--- config.mk ---
export PLATFORM = sky130hd
export DESIGN_NAME = rand_hole_picker
export DESIGN_NICKNAME = d
export VERILOG_FILES = /design/src/rtl/rand_hole_picker.sv
export SDC_FILE = /design/constraint.sdc
export NUM_CORES = 1
export LEC_CHECK = 0
export BUFFER_PORTS_ARGS = -buffer_cell sky130_fd_sc_hd__clkbuf_2
export CAP_MARGIN = 10
export CELL_PAD_IN_SITES_DETAIL_PLACEMENT = 0
export CELL_PAD_IN_SITES_GLOBAL_PLACEMENT = 1
export CORE_UTILIZATION = 41
export DETAILED_ROUTE_END_ITERATION = 7
export PLACE_DENSITY_LB_ADDON = 0.1
export SLEW_MARGIN = 20
export SYNTH_ARGS = -nofsm -noshare
export SYNTH_HDL_FRONTEND = slang
export SYNTH_SLANG_ARGS = --single-unit
--- constraint.sdc ---
create_clock -name clock -period 5.9 [get_ports clock]
set_clock_uncertainty 0.2 [all_clocks]
set_input_delay 1.18 -clock clock [delete_from_list [all_inputs] [get_ports clock]]
set_output_delay 1.18 -clock clock [all_outputs]
set_load 0.02 [all_outputs]
--- src/rtl/rand_hole_picker.sv ---
// rand_hole_picker
//
// Turns the free-running random byte stream into a uniformly chosen, currently
// unoccupied hole index for the mole spawner. Candidates are drawn by rejection
// sampling against a snapshot of the occupancy mask taken when the request is
// accepted. After MAX_TRIES rejections a one-cycle lowest-free-hole scan bounds
// the latency. If every hole is occupied at request time, fail pulses instead.
//
// Ports:
//   clock      system clock, rising edge
//   reset      synchronous, active-high reset
//   rand_data  random byte, new value every cycle
//   occupied   bit i set means hole i already holds a mole
//   req        pick request, only looked at while idle
//   busy       high while a pick is in progress
//   valid      one-cycle pulse, hole_idx holds a new pick
//   hole_idx   last picked hole, held until the next valid
//   fail       one-cycle pulse, all holes occupied, no pick made
//   tries      rejected samples in the last or current pick (debug)

module rand_hole_picker #(
    parameter int unsigned NUM_HOLES = 9,
    parameter int unsigned IDX_W     = 4,
    parameter int unsigned MAX_TRIES = 16
) (
    input  logic                 clock,
    input  logic                 reset,
    input  logic [7:0]           rand_data,
    input  logic [NUM_HOLES-1:0] occupied,
    input  logic                 req,
    output logic                 busy,
    output logic                 valid,
    output logic [IDX_W-1:0]     hole_idx,
    output logic                 fail,
    output logic [7:0]           tries
);

    typedef enum logic [1:0] {
        StIdle,
        StSample,
        StScan
    } state_e;

    state_e                 state_q, state_d;
    logic [NUM_HOLES-1:0]   snap_q, snap_d;
    logic [7:0]             tries_q, tries_d;
    logic [IDX_W-1:0]       idx_q, idx_d;
    logic                   busy_q, busy_d;
    logic                   valid_q, valid_d;
    logic                   fail_q, fail_d;

    logic [IDX_W-1:0]       cand;
    logic                   cand_free;
    logic [IDX_W-1:0]       first_free;
    logic [7:0]             tries_inc;
    logic                   last_try;

    assign cand = rand_data[IDX_W-1:0];

    // Upper random bits are deliberately discarded.
    if (IDX_W < 8) begin : gen_unused_rand
        logic unused_rand;
        assign unused_rand = ^rand_data[7:IDX_W];
    end

    // Candidate accepted only if it names a real hole that was free in the
    // snapshot; out-of-range values never match any loop index.
    always_comb begin
        cand_free = 1'b0;
        for (int i = 0; i < int'(NUM_HOLES); i++) begin
            if (cand == IDX_W'(i)) begin
                cand_free = ~snap_q[i];
            end
        end
    end

    // Lowest free hole: scan downwards so the smallest index wins last.
    always_comb begin
        first_free = '0;
        for (int i = int'(NUM_HOLES) - 1; i >= 0; i--) begin
            if (!snap_q[i]) begin
                first_free = IDX_W'(i);
            end
        end
    end

    assign tries_inc = tries_q + 8'd1;
    assign last_try  = (tries_inc == 8'(MAX_TRIES));

    always_comb begin
        state_d = state_q;
        snap_d  = snap_q;
        tries_d = tries_q;
        idx_d   = idx_q;
        busy_d  = busy_q;
        valid_d = 1'b0;
        fail_d  = 1'b0;

        case (state_q)
            StIdle: begin
                if (req) begin
                    snap_d  = occupied;
                    tries_d = 8'd0;
                    if (&occupied) begin
                        fail_d = 1'b1;
                    end else begin
                        state_d = StSample;
                        busy_d  = 1'b1;
                    end
                end
            end
            StSample: begin
                if (cand_free) begin
                    idx_d   = cand;
                    valid_d = 1'b1;
                    busy_d  = 1'b0;
                    state_d = StIdle;
                end else begin
                    tries_d = tries_inc;
                    if (last_try) begin
                        state_d = StScan;
                    end
                end
            end
            StScan: begin
                // snap was not full at capture, so first_free is a real free hole.
                idx_d   = first_free;
                valid_d = 1'b1;
                busy_d  = 1'b0;
                state_d = StIdle;
            end
            default: begin
                state_d = StIdle;
                busy_d  = 1'b0;
            end
        endcase
    end

    always_ff @(posedge clock) begin
        if (reset) begin
            state_q <= StIdle;
            snap_q  <= '0;
            tries_q <= 8'd0;
            idx_q   <= '0;
            busy_q  <= 1'b0;
            valid_q <= 1'b0;
            fail_q  <= 1'b0;
        end else begin
            state_q <= state_d;
            snap_q  <= snap_d;
            tries_q <= tries_d;
            idx_q   <= idx_d;
            busy_q  <= busy_d;
            valid_q <= valid_d;
            fail_q  <= fail_d;
        end
    end

    assign busy     = busy_q;
    assign valid    = valid_q;
    assign fail     = fail_q;
    assign hole_idx = idx_q;
    assign tries    = tries_q;

endmodule

# Word-level counts from Yosys, hierarchy flattened
# Index checks and enable logic that the tools add are counted.
# word_totals
regBits,26
input_bits,20
out_inout_bits,15
# classes
addsub,1
eq_ne,16
n_mux,35
n_bitwise,11
reduce_logical,11
# op_table
cell,count
4-bit two-way mux,10
4-bit by 3-bit == test with 1-bit output (second input constant),4
8-bit two-way mux,2
8-bit case mux with 2 select lines,1
1-bit two-way mux,14
1-bit inverter,11
3-bit AND reduction,3
9-bit AND reduction,1
8-bit by 1-bit adder with 8-bit output (second input constant),1
4-bit by 2-bit == test with 1-bit output (second input constant),2
8-bit by 5-bit == test with 1-bit output (second input constant),1
2-bit two-way mux,4
2-bit != test (second input constant),4
4-bit case mux with 2 select lines,1
4-bit by 1-bit == test with 1-bit output (second input constant),1
4-bit == test (second input constant),1
4-bit zero test,1
1-bit case mux with 2 select lines,2
2-bit case mux with 2 select lines,1
2-bit AND reduction,2
2-bit nonzero test,2
3-bit != test (second input constant),1
3-bit OR reduction,1
2-bit by 1-bit == test with 1-bit output (second input constant),1
2 further kinds,2

# Depth between registers and ports, before layout
# depth
depth_word,12
ltp_mapped,8
depth_no_buf,7

# Worst setup path before layout
# OpenSTA, ideal clock, no wires.
# synth_path
path_kind,input to register
start,input port rand_data[1]
end,register idx_q[0] (netlist: hole_idx[0])
setup_ps,122
t_arrival_ps,2579
required_time_ps,5578
setup_slack_ps,3000
cell_stages,4
n_path_buf,0
cell_sequence,or4b_1 > o21ai_0 > o221ai_2 > o311a_1
# synth_via
elab_chain_len,12
word_cells_on_any_way,20
cone_classes,eq/ne: 9; mux: 9; reduce/logical: 2
# synth_lines
item,line,rtl
start: declaration,28,"input logic [7:0] rand_data,"
4-bit zero test,71,if (cand == IDX_W'(i)) begin
1-bit two-way mux (8 in a row),71,
1-bit two-way mux (*),71,
2-bit != test (no line) (*),--,
2-bit AND reduction (no line) (*),--,
end signal: assignment,152,idx_q <= idx_d;
end: declaration,47,"logic [IDX_W-1:0] idx_q, idx_d;"
# Mark *: on every way between the ends. The rest lies on a longest branch, timed or not.
# A chain may end at the register's enable or synchronous reset.

# Worst setup path after layout
# layout_path
start,input port rand_data[0]
end,register idx_q[0] (netlist: hole_idx[0])
# layout_via
elab_chain_len,12
word_cells_on_any_way,22
cone_classes,eq/ne: 9; mux: 11; reduce/logical: 2
# layout_lines
item,line
4-bit zero test,71
1-bit two-way mux (9 in a row),71
2-bit != test (no line),--
2-bit AND reduction (no line),--
# Parallel ways exist; a longest one is shown, timed or not. The select of a mux whose other input is x is not followed.

==> metrics.yaml <==
status:
  status: "completed"
sta:
  post-route-min-period_ns: 2.826
  relSlewSlack_pct: 73.64
  maxClockFrequency_ghz: 0.3539
  finalHoldViolCount: 0
  fin_crit_sh_pct: 47.90
  whs_ns: 0.2964
  rsz0062_at_grt: "no"
  worst_slew_pin_slew_ns: 0.3913
  finalSetupViolCount: 0
  final.setup.tns_ns: 0
  drv_slew: 0
clocking:
  post_cts_resized: 0
  cts_max_level: 1
  postCtsHoldBufs: 0
  path_clk_slew_ns: 0.15
  cts-root-buf: "clkbuf_4"
  clk_latency_ns: 0.33
  clock_path_buffers: 2
  post-cts-setup-buffers: 0
  cts.sinks: 26
  numCtsBuffers: 3
  cts_tree: "built"
floorplan:
  initial_core_util_pct: 44.28
  die_w_um: 60.12
  core-area_um2: 3128
  dieArea_um2: 3614
  io_pins: 35
  rows: 20
  die_h_um: 60.12
logic_synthesis:
  yosysUniqueCellTypes: 39
  synth.avg_cell_area_um2: 8.148
  yosysWarnings: 0
  netlist_area_um2: 1385
  ys_ff_latch: 26
  ys_top_cells_by_area: "dfxtp_1 38%, nand2_1 8.4%, a21oi_1 6.1%"
  ys_seq_area_share_pct: 37.58
  synth_nets: 194
  synth.area.mux_share_pct: 6.956
  async_reset_ff_share_pct: 0
  synth_top_family_by_area: "simple AND/OR/NAND/NOR gates"
  synth_flop_cell: "dfxtp_1"
  synth_edf_count: 0
  synth_xor_area_share_pct: 0
  yosys.area_share.adder_pct: 3.613
  synth-simple-area-share_pct: 25.11
  yosys-top-cells-count: "31 x nand2_1, 26 x dfxtp_1, 17 x a21oi_1"
  synth_compound_gate_area_share_pct: 22.58
  synth_top_cell_by_area: "dfxtp_1"
  syn_inst: 170
  synth.most_common_cell: "nand2_1"
  synth_top_area_share_pct: 37.58
route:
  drt_iter0_drc: 79
  drc: 0
  top_layer: "met4"
  viasPerCell: 5.444
  dr.pass1.iters: 4
  met1Wirelength_mm: 1.539
  vias: 1323
  finalWirelength_mm: 3.159
  detail_route.wl_per_cell_um: 13.00
  wl_met2_mm: 1.418
  detail-route-antenna-nets: 0
  met3_length_um: 143
global_routing:
  grt_pass1_wl_mm: 5.354
  gr-total-overflow: 0
  antenna_found_initial: 0
  grt_use_total_pct: 19.93
  grt_pass1_vias: 1160
  grt_max_degree: 19
setup_path:
  cp.arrival_ns: 2.86
  endpoint_kind: "register"
  r2r_start: "state_q[0]"
  crit_required_ns: 5.93
  start_kind: "input pin"
  cp-startpoint: "rand_data[0]"
  crit_type: "input pin to register"
  crit_fanout: 5
hold_path:
  timing.hold.worst.start: "state_q[0]"
  hp-class: "register to register"
layout:
  finish.net_count: 224
  diodes: 0
  fill_cells: 317
  seqCellArea_um2: 520.5
  syn_to_final_growth_pct: 17.16
  drive_above_1_share_pct: 19.60
  multi_input_area_um2: 807.0
power_and_ir_drop:
  powerDensity_nw_per_um2: 262.4
  ir_drop_v: 0.0001027
  leakage_uw: 0.0006805
place:
  hpwlAfterDp_mm: 2.476
  portBuffers: 30
  routabilityCongestion: 0.8221
job:
  cap_violations: 0
routing by layer:
layer / track usage [%] / vias to the layer above
li1: - / 677
met1: 27.37 / 597
met2: 30.93 / 42
met3: 3.680 / 7
met4: 6.977 / 0
met5: 0 / -
final cells by class:
type	instances	area share, %
clock buffer	3	1.388
timing repair buffer	30	9.252
multi-input combinational	129	49.73
sequential	26	32.07
inverter	10	2.313
clock inverter	1	1.850
tap	44	3.392
path summary, 6_finish.rpt:
path | to | slack [ns] | cells past startpoint
setup / recovery | hole_idx[0] | 3.07 | 5
hold / removal | state_q[0] | 0.30 | 2
setup reg to reg | tries[7] | 3.39 | 7
hold reg to reg | state_q[0] | 0.30 | 2
kinds of logic after synthesis:
| logic type | Yosys count |
|---|---|
| DFF | 26 |
| buffers and inverters | 15 |
| and+or+nand+nor | 71 |
| muxes | 8 |
| AOI/OAI and AO/OA | 46 |
| adders and majority gates | 4 |
layout by cell type (no fill, tap or decap), types with 2 or more instances in the layout:
cell / Yosys / layout
o221a_2: 2 / 2
nor3_1: 2 / 2
a31oi_1: 2 / 2
o211ai_1: 3 / 3
or3_1: 2 / 2
clkbuf_2: 0 / 30
nand3_1: 7 / 7
o21ai_0: 6 / 6
nand2_1: 31 / 31
o311ai_0: 2 / 2
inv_1: 10 / 10
mux2i_1: 7 / 7
dfxtp_1: 26 / 26
o22ai_1: 3 / 3
and3_1: 2 / 2
nand2b_1: 5 / 5
nor2b_1: 2 / 2
and2_1: 2 / 2
o2111ai_1: 2 / 2
o31ai_1: 2 / 2
ha_1: 4 / 4
clkbuf_4: 0 / 3
nor3b_1: 4 / 4
nor2_1: 8 / 8
a21oi_1: 17 / 17
through the flow:
step / instances / worst slack [ns] / area (µm²) / power [µW] / util (%)
2_1_floorplan: 170 / 3.000 / 1385 / 274.8 / -
3_3_place_gp: 239 / 2.745 / 1570 / 301.7 / 50.20
3_5_place_dp: 239 / 2.741 / 1570 / 304.0 / 50.20
4_1_cts: 243 / 3.079 / 1623 / 428.0 / 51.88
5_1_grt: 243 / 3.004 / 1623 / 449.8 / 51.88
6_report: 243 / 3.074 / 1623 / 425.9 / 51.88
registers in the layout, indices dropped and copies added (netlist names):
register,flops
tries,8
hole_idx,4
valid,1
state_q,2
busy,1
snap_q,9
fail,1
power by group:
group	switching, µW	internal [µW]
clock network	56.4	68.8
logic	60.9	38.4
registers	11.9	190
total	129	297
critical path: stages:
cell and delay [ns]:
clkbuf_2 0.14, or4b_1 0.61, o21ai_0 0.31, o221ai_2 0.23, o311a_1 0.39
Power figures use the tool's default switching activity.
